`src/rtl/sprite_sequencer.sv`:
```
// sprite_sequencer: pixel strobes, storage shift control and post-clip resync.
// Define SPRITE_LOAD_EN to add the vblank-arbitrated host bitmap reload.
module sprite_sequencer #(
  parameter int WIDTH  = 12,
  parameter int HEIGHT = 12
) (
  input  logic       clk,
  input  logic       reset_n,
  input  logic [9:0] x_pos,
  input  logic [9:0] y_pos,
  input  logic       display_active,
  input  logic       vblank,
  input  logic [6:0] sprite_x,
  input  logic [6:0] sprite_y,
  output logic       new_line,
  output logic       sprite_access,
  output logic       sprite_visible,
  input  logic       display_shift,
  input  logic       storage_dout,
  output logic       storage_shift,
  output logic       storage_din,
  input  logic       load_start,
  input  logic       load_valid,
  input  logic       load_data,
  output logic       load_ready,
  output logic       load_done,
  output logic       load_error
);

  localparam int N  = WIDTH * HEIGHT;
  localparam int CW = $clog2(N);
  localparam logic [CW-1:0] LAST = CW'(N - 1);

  typedef enum logic [1:0] {
    IDLE   = 2'd0,
    RESYNC = 2'd1,
    ARMED  = 2'd2,
    LOAD   = 2'd3
  } state_t;

  state_t        state, state_nxt;
  logic [CW-1:0] cnt, cnt_nxt, idle_cnt;
  logic [6:0]    sx_l, sy_l;
  logic [7:0]    dx, dy;
  logic          vblank_q, rise;
  logic          shift, din, clr;

  function automatic logic [CW-1:0] inc(input logic [CW-1:0] c);
    return (c == LAST) ? '0 : c + 1'b1;
  endfunction

  assign rise = vblank & ~vblank_q;

  // Wrapping subtract: blocks left of / above the sprite read as huge.
  assign dx = {1'b0, x_pos[9:3]} - {1'b0, sx_l};
  assign dy = {1'b0, y_pos[9:3]} - {1'b0, sy_l};

  assign new_line       = (y_pos[2:0] == 3'd0);
  assign sprite_access  = (x_pos[2:0] == 3'd7) && display_active;
  assign sprite_visible = display_active &&
                          (dx < 8'(WIDTH)) && (dy < 8'(HEIGHT));

  assign idle_cnt      = display_shift ? inc(cnt) : cnt;
  assign storage_shift = shift & reset_n;
  assign storage_din   = din;
  assign cnt_nxt       = clr ? '0 : (shift ? inc(cnt) : cnt);

`ifdef SPRITE_LOAD_EN
  logic fall, done_nxt, err_nxt;
  assign fall = ~vblank & vblank_q;
`endif

  always_comb begin
    shift     = 1'b0;
    din       = storage_dout;
    clr       = 1'b0;
    state_nxt = state;
`ifdef SPRITE_LOAD_EN
    load_ready = 1'b0;
    done_nxt   = 1'b0;
    err_nxt    = 1'b0;
`endif
    unique case (state)
      IDLE: begin
        shift = display_shift;
`ifdef SPRITE_LOAD_EN
        if (load_start)
          state_nxt = ARMED;
        else
`endif
        if (rise && idle_cnt != '0)
          state_nxt = RESYNC;
      end
      RESYNC: begin
        shift = 1'b1;
        if (cnt == LAST)
          state_nxt = IDLE;
      end
`ifdef SPRITE_LOAD_EN
      ARMED: begin
        shift = display_shift;
        if (rise) begin
          state_nxt = LOAD;
          clr       = 1'b1;
        end
      end
      LOAD: begin
        load_ready = 1'b1;
        if (load_valid) begin
          shift = 1'b1;
          din   = load_data;
        end
        if (load_valid && cnt == LAST) begin
          done_nxt  = 1'b1;
          state_nxt = IDLE;
        end else if (fall) begin
          err_nxt   = 1'b1;
          state_nxt = IDLE;
          clr       = 1'b1;
        end
      end
`endif
      default: state_nxt = IDLE;
    endcase
  end

  always_ff @(posedge clk) begin
    if (!reset_n) begin
      state    <= IDLE;
      cnt      <= '0;
      sx_l     <= '0;
      sy_l     <= '0;
      vblank_q <= 1'b0;
    end else begin
      state    <= state_nxt;
      cnt      <= cnt_nxt;
      vblank_q <= vblank;
      if (rise) begin
        sx_l <= sprite_x;
        sy_l <= sprite_y;
      end
    end
  end

`ifdef SPRITE_LOAD_EN
  always_ff @(posedge clk) begin
    if (!reset_n) begin
      load_done  <= 1'b0;
      load_error <= 1'b0;
    end else begin
      load_done  <= done_nxt;
      load_error <= err_nxt;
    end
  end
`else
  logic unused_load;
  assign unused_load = ^{load_start, load_valid, load_data};
  assign load_ready  = 1'b0;
  assign load_done   = 1'b0;
  assign load_error  = 1'b0;
`endif

endmodule

```
`config.mk`:
```
export PLATFORM = sky130hd
export DESIGN_NAME = sprite_sequencer
export DESIGN_NICKNAME = d
export VERILOG_FILES = /design/src/rtl/sprite_sequencer.sv
export SDC_FILE = /design/constraint.sdc
export NUM_CORES = 1
export LEC_CHECK = 0
export ABC_AREA = 1
export CAP_MARGIN = 40
export CORE_UTILIZATION = 58
export CTS_BUF_LIST = sky130_fd_sc_hd__clkbuf_16
export CTS_CLUSTER_DIAMETER = 100
export CTS_CLUSTER_SIZE = 14
export DETAILED_ROUTE_END_ITERATION = 10
export DONT_BUFFER_PORTS = 1
export HOLD_SLACK_MARGIN = 0.15
export PLACE_DENSITY = 0.83
export SYNTH_ARGS = -nofsm -noshare
export SYNTH_HDL_FRONTEND = slang
export SYNTH_SLANG_ARGS = --single-unit
export TNS_END_PERCENT = 5
```
`constraint.sdc`:
```
create_clock -name clk -period 3 [get_ports clk]
set_clock_uncertainty 0.1 [all_clocks]
set_input_delay 0.9 -clock clk [delete_from_list [all_inputs] [get_ports clk]]
set_output_delay 0.9 -clock clk [all_outputs]
set_load 0.005 [all_outputs]
```
Yosys cells after proc, flatten, opt, wreduce, memory -nomap -nowiden
Index checks and enable logic that the tools add are counted.
- bitwise logic cells: 3
- magnitude comparators: 2
- equality and inequality tests: 5
- muxes and demuxes: 6
- reduce and logical (&&, ||, !) cells: 8
- add/subtract/negate cells: 3
- operator list (cell ; count):
    $lt A8 B4 Y1 const B ; 2
    $mux W8 ; 2
    $sub A7 B7 Y8 ; 2
    $add A8 B1 Y8 const B ; 1
    $eq A8 B8 Y1 const B ; 1
    $reduce_bool A8 Y1 ; 1
    $logic_and A1 B1 Y1 ; 4
    $mux W2 ; 2
    $ne A2 B2 Y1 const B ; 2
    $pmux W2 S2 ; 1
    $eq A3 B3 Y1 const B ; 1
    $logic_not A3 Y1 ; 1
    $and A1 B1 Y1 ; 2
    $eq A2 B1 Y1 const B ; 1
    $logic_not A2 Y1 ; 1
    $pmux W1 S2 ; 1
    $reduce_and A2 Y1 ; 1
    $not A1 Y1 ; 1
- register bits: 25
- logic and storage cells: 32

Logic depth before layout (Yosys ltp)
Gate-level depths: netlist (run 1).
- word-level depth: 7
- mapped depth: 12
- mapped depth without buffers: 12

Worst setup path after synthesis (run 1)
OpenSTA, ideal clock, no wires.
- path type: input-to-output
- start point: input x_pos[6]
- end point: output sprite_visible
- arrival: 1.771 ns
- path buffers: 0
- stages on the path: 8
- setup slack: 0.229 ns
- path through: ha_1 nand2_1 inv_1 a211o_1 nor2_1 o21bai_1 nand3_1 nor2_1
- longest elaborated chain between the ends: 4
- RTL lines (element ; line ; RTL):
    start: declaration ; 9 ; input logic [9:0] x_pos,
    $sub A7 B7 Y8 ; 55 ; assign dx = {1'b0, x_pos[9:3]} - {1'b0, sx_l};
    $lt A8 B4 Y1 ; 61 ; (dx < 8'(WIDTH)) && (dy < 8'(HEIGHT));
    $logic_and A1 B1 Y1 ; 60 ; assign sprite_visible = display_active &&
    $logic_and A1 B1 Y1 ; 61 ;
    end: declaration ; 17 ; output logic sprite_visible,
No other way between the ends.

Final worst setup path (run 1)
- start point: input y_pos[7]
- end point: output sprite_visible
- longest elaborated chain between the ends: 3
- RTL lines (element ; line ; RTL):
    start: declaration ; 10 ; input logic [9:0] y_pos,
    $sub A7 B7 Y8 ; 56 ; assign dy = {1'b0, y_pos[9:3]} - {1'b0, sy_l};
    $lt A8 B4 Y1 ; 61 ;
    $logic_and A1 B1 Y1 ; 61 ;
No other way between the ends.

==> results of run 1 <==
-- flip-flops by register name (all words and copies together) (netlist names) --
signal,flops
vblank_q,1
sx_l,7
sy_l,7
cnt,8
state,1
-- logic make-up after synthesis --
kind of cell               count (synthesis)
and+or+nand+nor                           74
AOI/OAI and AO/OA                         57
buffers and inverters                     44
DFF                                       24
adders and majority gates                 13
xor gates and xnor gates                   4
other                                      1
-- layout make-up --
class | instances | area [µm²]
fill | 240 | 865.8
multi-input combinational | 151 | 845.8
inverter | 35 | 131.4
tap | 30 | 37.54
clock buffer | 3 | 75.07
clock inverter | 1 | 3.754
sequential | 24 | 480.5
timing repair buffer | 2 | 15.01
-- worst max-delay path: stages --
cell      delay (ns)
ha_1            0.30
nor4_1          0.25
o21bai_1        0.15
o211ai_1        0.10
nor2_1          0.15
-- layer usage --
| metal | global-route usage [%] | vias to the layer above | share of wire, % |
|---|---|---|---|
| met4 | 2.632 | 0 | 0.44 |
| met2 | 35.65 | 40 | 44 |
| li1 | - | 700 | - |
| met1 | 25.79 | 553 | 49 |
| met3 | 6.957 | 2 | 6.4 |
| met5 | 0 | - | 0 |
-- placed cells by master (no fill, tap or decap), types with 3 or more instances in the layout --
| cell type | count |
|---|---|
| a21oi_1 | 23 |
| ha_1 | 13 |
| conb_1 | 3 |
| clkbuf_16 | 3 |
| nor2_1 | 24 |
| o211ai_1 | 3 |
| dfxtp_1 | 24 |
| xnor2_1 | 3 |
| nand3_1 | 9 |
| nand2_1 | 31 |
| inv_1 | 33 |
| o21bai_1 | 4 |
| o21ai_0 | 24 |
-- Yosys cell counts, drive strengths merged --
cell type / count / area (µm²)
o211ai: 3 / 22.52
nand4: 1 / 6.260
a21oi: 24 / 123.9
nor3: 2 / 10.01
xor2: 1 / 8.760
nor4: 2 / 12.51
buf: 5 / 33.78
o21bai: 4 / 30.03
nor2: 25 / 101.4
nand2: 33 / 128.9
a211o: 1 / 8.760
o21ai: 24 / 120.1
nand3: 11 / 65.06
clkbuf: 4 / 15.01
xnor2: 3 / 26.28
clkinv: 1 / 3.750
dfxtp: 24 / 480.5
conb: 1 / 3.750
a211oi: 1 / 7.510
ha: 13 / 162.7
inv: 34 / 127.6
-- power by group --
group | switching (mW) | total (mW) | internal (mW)
Combinational | 0.0980 | 0.168 | 0.0697
Clock | 0.105 | 0.283 | 0.178
Sequential | 0.0175 | 0.364 | 0.346
Total | 0.220 | 0.814 | 0.594
-- worst max-delay path by stage --
stage / slack, ns / cells past startpoint / to / from
global placement: 0.15 / 5 / sprite_visible / y_pos[7]
CTS: 0.12 / 5 / sprite_visible / y_pos[7]
global route: 0.04 / 7 / sprite_visible / y_pos[9]
detailed placement: 0.12 / 5 / sprite_visible / y_pos[7]
finish: 0.14 / 5 / sprite_visible / y_pos[7]
floorplan: 0.23 / 8 / sprite_visible / x_pos[6]
==> impl_metrics.yaml, run 1 <==
power:
  total_power_uw: 814.1
  ir_drop_v: 0.0005750
  static-leakage-power_nw: 0.7201
  powerDensity_mw_per_mm2: 512.3
synthesis:
  synthCells: 217
  synthMuxAreaShare_pct: 0
  synth_simple_gate_area_share_pct: 21.62
  synth_compound_area_share_pct: 20.87
  synth-xor-area-share_pct: 2.337
  yosys.cell_types.count: 27
  yosysSeqAreaShare_pct: 32.05
  ys_warn_count: 0
  syn_area_per_cell_um2: 6.908
  syn_area_mm2: 0.001499
  synth_top_family_by_area: "simple AND/OR/NAND/NOR gates"
  synth_fa_ha_area_share_pct: 10.85
  ys_ff_latch: 24
sta:
  min_period_over_period_pct: 95.31
  finalSetupViolCount: 0
  finalSetupTns_ns: 0
  setup_ws_ns: 0.1408
  rsz0062_at_grt: "false"
  period_needed_ns: 2.859
  hold_viol_final: 0
  whs_ns: 0.3571
  final_max_slew_viol_count: 0
  timing.fmax_mhz: 349.8
worst_setup_path:
  r2r-end: "state[0]"
  r2r_slack_ns: 1.31
  critPathMaxFanout: 3
  crit_path_end_kind: "output port"
  crit_arrival_ns: 1.86
  r2r_cells: 10
  r2r-start: "cnt[0]"
  worstSetupStartpointType: "input port"
  worst_ep_required_time_ns: 2.00
  crit_type: "input port to output port"
die:
  ios: 51
  start_util_pct: 61.06
  chipHeight_um: 52.84
  core_mm2: 0.002455
  rows: 18
  die_area_mm2: 0.002792
  fp.dieW_um: 52.84
cts:
  cts_hold_buf: 0
  cts_htree_levels: 1
  cts_buffers: 3
  clk_path_buf_depth: 2
  cts-root-buf: "clkbuf_16"
  clk_latency_ns: 0.25
  cts_tree: "yes"
  cts_resized: 0
  postCtsSetupBuffers: 0
  clock_sinks: 24
  path_clk_slew_ns: 0.06
placement:
  place_inst: 242
  numPortBuffers: 0
  dpl_cell_area_mm2: 0.001510
  dp_hpwl_um: 2117
  dp_slack_ns: 0.1249
  gp_congestion: 0.7771
finish:
  diodes: 0
  final_util_pct: 64.73
  post_route_cells_drive_above_1_share_pct: 5.556
  fin_nets: 273
  final_area_mm2: 0.001589
  fin_cells: 246
  syn2layout_area_growth_pct: 6.010
drt:
  initialDrtViolationCount: 16
  routed_wl_um: 2747
  first_pass_iters: 4
  drc: 0
  via_per_inst: 5.264
  vias: 1295
  wire_per_inst_um: 11.17
  ant_nets: 0
run_status:
  outcome: "complete, no violations"
global_routing:
  grt-ovfl-total: 0
  track_usage_pct: 20.86
  grt_antenna_before_repair: 0
  grt_max_degree: 25
  grt_pass1_wl_um: 4312
  grt_pass1_vias: 1094
worst_hold_path:
  whs_path_depth: 2
  min_path_type: "flip-flop to flip-flop"
  hold_path_end: "sy_l[0]"
  hold_start: "sy_l[0]"
job:
  cap_violations: 0
No activity file was read; power rests on OpenSTA's default activity.
==> run 2, diff against run 1 <==
--- a/config.mk
+++ b/config.mk
@@ -7,14 +7,15 @@
 export LEC_CHECK = 0
 export ABC_AREA = 1
 export CAP_MARGIN = 40
-export CORE_UTILIZATION = 58
+export CORE_UTILIZATION = 55
 export CTS_BUF_LIST = sky130_fd_sc_hd__clkbuf_16
 export CTS_CLUSTER_DIAMETER = 100
 export CTS_CLUSTER_SIZE = 14
 export DETAILED_ROUTE_END_ITERATION = 10
 export DONT_BUFFER_PORTS = 1
+export GPL_ROUTABILITY_DRIVEN = 0
 export HOLD_SLACK_MARGIN = 0.15
-export PLACE_DENSITY = 0.83
+export PLACE_DENSITY = 0.79
 export SYNTH_ARGS = -nofsm -noshare
 export SYNTH_HDL_FRONTEND = slang
 export SYNTH_SLANG_ARGS = --single-unit
==> run 2 against run 1 <==
Compared with the run above: design area down 0.47%; combinational power down 2%; final cell count down 0.41%; sequential power about the same; global-route usage up 0.32 points; critical path depth unchanged; via count down 1.1%; worst hold slack worse by 0.0098 ns; sequential cell count unchanged; critical endpoint unchanged; largest cell class unchanged.
==> impl_metrics.yaml, run 2 (synthesis results as in run 1) <==
run_status:
  outcome: "complete, no violations"
finish:
  num-fill-cells: 248
  syn2layout_area_growth_pct: 5.509
  top_regs: "cnt x8, sx_l x7, sy_l x7"
  final_common_cell: "inv_1"
  top_register: "cnt"
  diodes: 0
  fin_nets: 272
  final_util_pct: 62.70
  layout_common_cells: "inv_1 (33), nand2_1 (31), nor2_1 (24), o21ai_0 (24), dfxtp_1 (24)"
  post_route_cells_drive_above_1_share_pct: 5.116
  largest_register_ffs: 8
sta:
  period_needed_ns: 2.874
  finalSetupTns_ns: 0
  finalSetupViolCount: 0
  min_period_over_period_pct: 95.78
  final_max_slew_viol_count: 0
  tightest_slew_ns: 0.6590
  rsz0062_at_grt: "false"
  timing.fmax_mhz: 348.0
  hold_viol_final: 0
  slew-limit-headroom_pct: 55.80
worst_setup_path:
  r2r_cells: 10
  r2r-start: "cnt[0]"
  critPathMaxFanout: 3
  r2r-end: "state[0]"
  crit_arrival_ns: 1.87
  crit_type: "input port to output port"
  worstSetupStartpointType: "input port"
  crit_path_end_kind: "output port"
  worst_ep_required_time_ns: 2.00
  r2r_slack_ns: 1.34
power:
  power.switching_uw: 222.7
  p_int_uw: 592.9
  static-leakage-power_nw: 0.7154
  p_seq_share_pct: 44.6
  comb_power_share_pct: 20.1
  p_sw_share_pct: 27.31
  ir_drop_v: 0.0004401
  power_frac_clock_pct: 35.3
  powerDensity_mw_per_mm2: 515.7
drt:
  via_per_inst: 5.229
  wire_per_inst_um: 10.81
  drc: 0
  initialDrtViolationCount: 13
  ant_nets: 0
  first_pass_iters: 4
  routed_wl_um: 2649
  vias: 1281
cts:
  postCtsSetupBuffers: 0
  cts_buffers: 3
  cts-root-buf: "clkbuf_16"
  cts_hold_buf: 0
  path_clk_slew_ns: 0.06
  clk_path_buf_depth: 2
  cts_htree_levels: 1
  cts_resized: 0
  cts_tree: "yes"
  clock_sinks: 24
  clk_latency_ns: 0.26
worst_hold_path:
  whs_path_depth: 2
  hold_path_end: "sy_l[0]"
  hold_start: "sy_l[0]"
  min_path_type: "flip-flop to flip-flop"
placement:
  numPortBuffers: 0
  dp_hpwl_um: 2046
global_routing:
  grt_antenna_before_repair: 0
  grt_max_degree: 29
  grt_pass1_vias: 1072
  track_usage_pct: 21.18
  grt_pass1_wl_um: 4367
  grt-ovfl-total: 0
job:
  cap_violations: 0
die:
  rows: 18
  start_util_pct: 59.42
  die_area_mm2: 0.002938
  fp.dieW_um: 54.21
  chipHeight_um: 54.21
  ios: 51
  core_mm2: 0.002522
-- run 2: cell types whose count changed in the layout (fill, tap and decap cells not counted) --
cell	previous run	this run
buf_4	2	1
-- run 2: layer usage --
| metal | routed length [µm] | vias up | GRT usage, % |
|---|---|---|---|
| met1 | 1314 | 545 | 26.23 |
| met3 | 176 | 5 | 6.780 |
| met4 | 52 | 0 | 10.26 |
| met2 | 1105 | 34 | 32.72 |
| met5 | 0 | - | 0 |
| li1 | - | 697 | - |
-- run 2: critical path, stage by stage --
cell and delay (ns):
ha_1 0.30, nor4_1 0.26, o21bai_1 0.15, o211ai_1 0.11
nor2_1 0.16
-- run 2: area by class of cell --
type / count / area (µm²) / share of cell area [%]
Multi-Input combinational cell: 151 / 845.8 / 53.48
Clock buffer: 3 / 75.07 / 4.747
Sequential cell: 24 / 480.5 / 30.38
Inverter: 35 / 131.4 / 8.307
Tap cell: 30 / 37.54 / 2.373
Timing Repair Buffer: 1 / 7.507 / 0.4747
Clock inverter: 1 / 3.754 / 0.2373
-- run 2: stage by stage --
step / power, mW / instance area [µm²] / setup WS (ns) / hold slack [ns] / std cells
2_1_floorplan: 0.5125 / 1506 / 0.2292 / 0.3245 / 219
3_3_place_gp: 0.5306 / 1503 / 0.1226 / 0.3384 / 241
3_5_place_dp: 0.5354 / 1503 / 0.1089 / 0.3428 / 241
4_1_cts: 0.8277 / 1582 / 0.09286 / 0.3522 / 245
5_1_grt: 0.8735 / 1582 / 0.007510 / 0.3689 / 245
6_report: 0.8157 / 1582 / 0.1265 / 0.3473 / 245
-- run 2: power groups by stage --
stage | clock network (mW) | registers, mW | logic (mW)
6_report | 0.288 | 0.364 | 0.164
3_5_place_dp | 0 | 0.371 | 0.165
5_1_grt | 0.308 | 0.368 | 0.197
4_1_cts | 0.298 | 0.364 | 0.165
2_1_floorplan | 0 | 0.367 | 0.146
3_3_place_gp | 0 | 0.370 | 0.160
-- run 2: how the worst max path moves through the flow --
stage / startpoint / to / slack (ns) / cells after the start
2_1_floorplan: x_pos[6] / sprite_visible / 0.23 / 8
3_3_place_gp: y_pos[7] / sprite_visible / 0.12 / 5
3_5_place_dp: y_pos[7] / sprite_visible / 0.11 / 5
4_1_cts: y_pos[7] / sprite_visible / 0.09 / 5
5_1_grt: y_pos[7] / sprite_visible / 0.008 / 5
6_report: y_pos[7] / sprite_visible / 0.13 / 5
==> run 3, diff against run 2 <==
--- a/config.mk
+++ b/config.mk
@@ -8,7 +8,6 @@
 export ABC_AREA = 1
 export CAP_MARGIN = 40
 export CORE_UTILIZATION = 55
-export CTS_BUF_LIST = sky130_fd_sc_hd__clkbuf_16
 export CTS_CLUSTER_DIAMETER = 100
 export CTS_CLUSTER_SIZE = 14
 export DETAILED_ROUTE_END_ITERATION = 10
==> run 3 against run 2 <==
Compared with the run above: critical path depth stayed put; sequential share of layout area is 0.84 points higher; sequential cell count unchanged; via count did not move; combinational power about the same; largest cell class unchanged; sequential power about the same.
==> impl_metrics.yaml, run 3 (synthesis results as in run 1) <==
run_status:
  outcome: "complete, no violations"
cts:
  clock_sinks: 24
  cts_resized: 0
  cts_htree_levels: 1
  cts_hold_buf: 0
  clk_latency_ns: 0.32
  clk_path_buf_depth: 2
  cts_buffers: 3
  cts-root-buf: "clkbuf_4"
  postCtsSetupBuffers: 0
  path_clk_slew_ns: 0.13
  cts_tree: "yes"
finish:
  final_area_mm2: 0.001539
  diodes: 0
  top_register: "cnt"
  fin_nets: 272
  syn2layout_area_growth_pct: 2.671
  top_regs: "cnt x8, sx_l x7, sy_l x7"
  multi_input_area_um2: 845.8
  largest_register_ffs: 8
  final_common_cell: "inv_1"
  fin_cells: 245
  seq_area_um2: 480.5
  num-fill-cells: 256
  layout_common_cells: "inv_1 (33), nand2_1 (31), nor2_1 (24), o21ai_0 (24), dfxtp_1 (24)"
  post_route_cells_drive_above_1_share_pct: 5.581
drt:
  initialDrtViolationCount: 23
  ant_nets: 0
  routed_wl_um: 2666
  vias: 1281
  wire_per_inst_um: 10.88
  via_per_inst: 5.229
  drc: 0
  first_pass_iters: 4
die:
  fp.dieW_um: 54.21
  core_mm2: 0.002522
  start_util_pct: 59.42
  ios: 51
  die_area_mm2: 0.002938
  rows: 18
  chipHeight_um: 54.21
worst_setup_path:
  worst_ep_required_time_ns: 2.00
  r2r_cells: 10
  worstSetupStartpointType: "input port"
  crit_arrival_ns: 1.88
  crit_path_end_kind: "output port"
  crit_type: "input port to output port"
  critPathMaxFanout: 3
sta:
  timing.fmax_mhz: 347.5
  tightest_slew_ns: 0.6402
  slew-limit-headroom_pct: 57.06
  final_max_slew_viol_count: 0
  period_needed_ns: 2.878
  hold_viol_final: 0
  min_period_over_period_pct: 95.94
  finalSetupTns_ns: 0
  finalSetupViolCount: 0
  rsz0062_at_grt: "false"
placement:
  dp_hpwl_um: 2046
  dpl_cell_area_mm2: 0.001503
  place_inst: 241
  numPortBuffers: 0
worst_hold_path:
  min_path_type: "flip-flop to flip-flop"
  whs_path_depth: 2
global_routing:
  grt-ovfl-total: 0
  grt_max_degree: 29
  grt_pass1_wl_um: 4367
  grt_pass1_vias: 1099
  grt_antenna_before_repair: 0
  track_usage_pct: 20.59
power:
  static-leakage-power_nw: 0.6979
  comb_power_share_pct: 23.4
  power.switching_uw: 212.5
  p_sw_share_pct: 30.30
  total_power_uw: 701.2
  p_seq_share_pct: 51.9
  powerDensity_mw_per_mm2: 455.6
  power_frac_clock_pct: 24.7
  p_int_uw: 488.7
  ir_drop_v: 0.0003475
job:
  cap_violations: 0
run 3: changes by cell type in the layout (fill, tap and decap cells not counted), sizes merged:
cell | previous run | this run
clkbuf | 3 | 4
clkinv | 2 | 1
run 3: final cells by class:
class | instances | area share, %
Multi-Input combinational cell | 151 | 54.96
Timing Repair Buffer | 1 | 0.4878
Clock buffer | 4 | 2.358
Inverter | 35 | 8.537
Tap cell | 30 | 2.439
Sequential cell | 24 | 31.22
run 3: critical path, stage by stage:
cell	delay, ns
ha_1	0.30
nor4_1	0.26
o21bai_1	0.15
o211ai_1	0.11
nor2_1	0.16
run 3: metrics by stage:
stage                     setup slack, ns  hold slack [ns]  utilization (%)
after floorplan                    0.2292           0.3245                -
after global placement             0.1226           0.3384            59.57
after detailed placement           0.1089           0.3428            59.57
after CTS                         0.09286           0.3618            61.01
after global routing             0.007510           0.3788            61.01
final                              0.1219           0.3570            61.01
run 3: worst paths after layout:
check | start | end | slack, ns
setup / recovery | y_pos[7] | sprite_visible | 0.12
hold / removal | sy_l[0] | sy_l[0] | 0.36
setup reg to reg | cnt[0] | state[0] | 1.33
hold reg to reg | sy_l[0] | sy_l[0] | 0.36
run 3: metal layers:
layer	wire [µm]	part of all wire (%)	GRT usage, %	vias up
li1	-	-	-	699
met1	1313	49	25.55	549
met2	1154	43	33.54	29
met3	149	5.6	3.390	4
met4	49	1.8	11.11	0
met5	0	0	0	-
run 3: power by group through the flow:
stage	Sequential, mW	Clock (mW)	Combinational, mW
6_report	0.364	0.173	0.164
5_1_grt	0.368	0.185	0.198
4_1_cts	0.364	0.176	0.166
3_5_place_dp	0.371	0	0.165
3_3_place_gp	0.370	0	0.160
2_1_floorplan	0.367	0	0.146
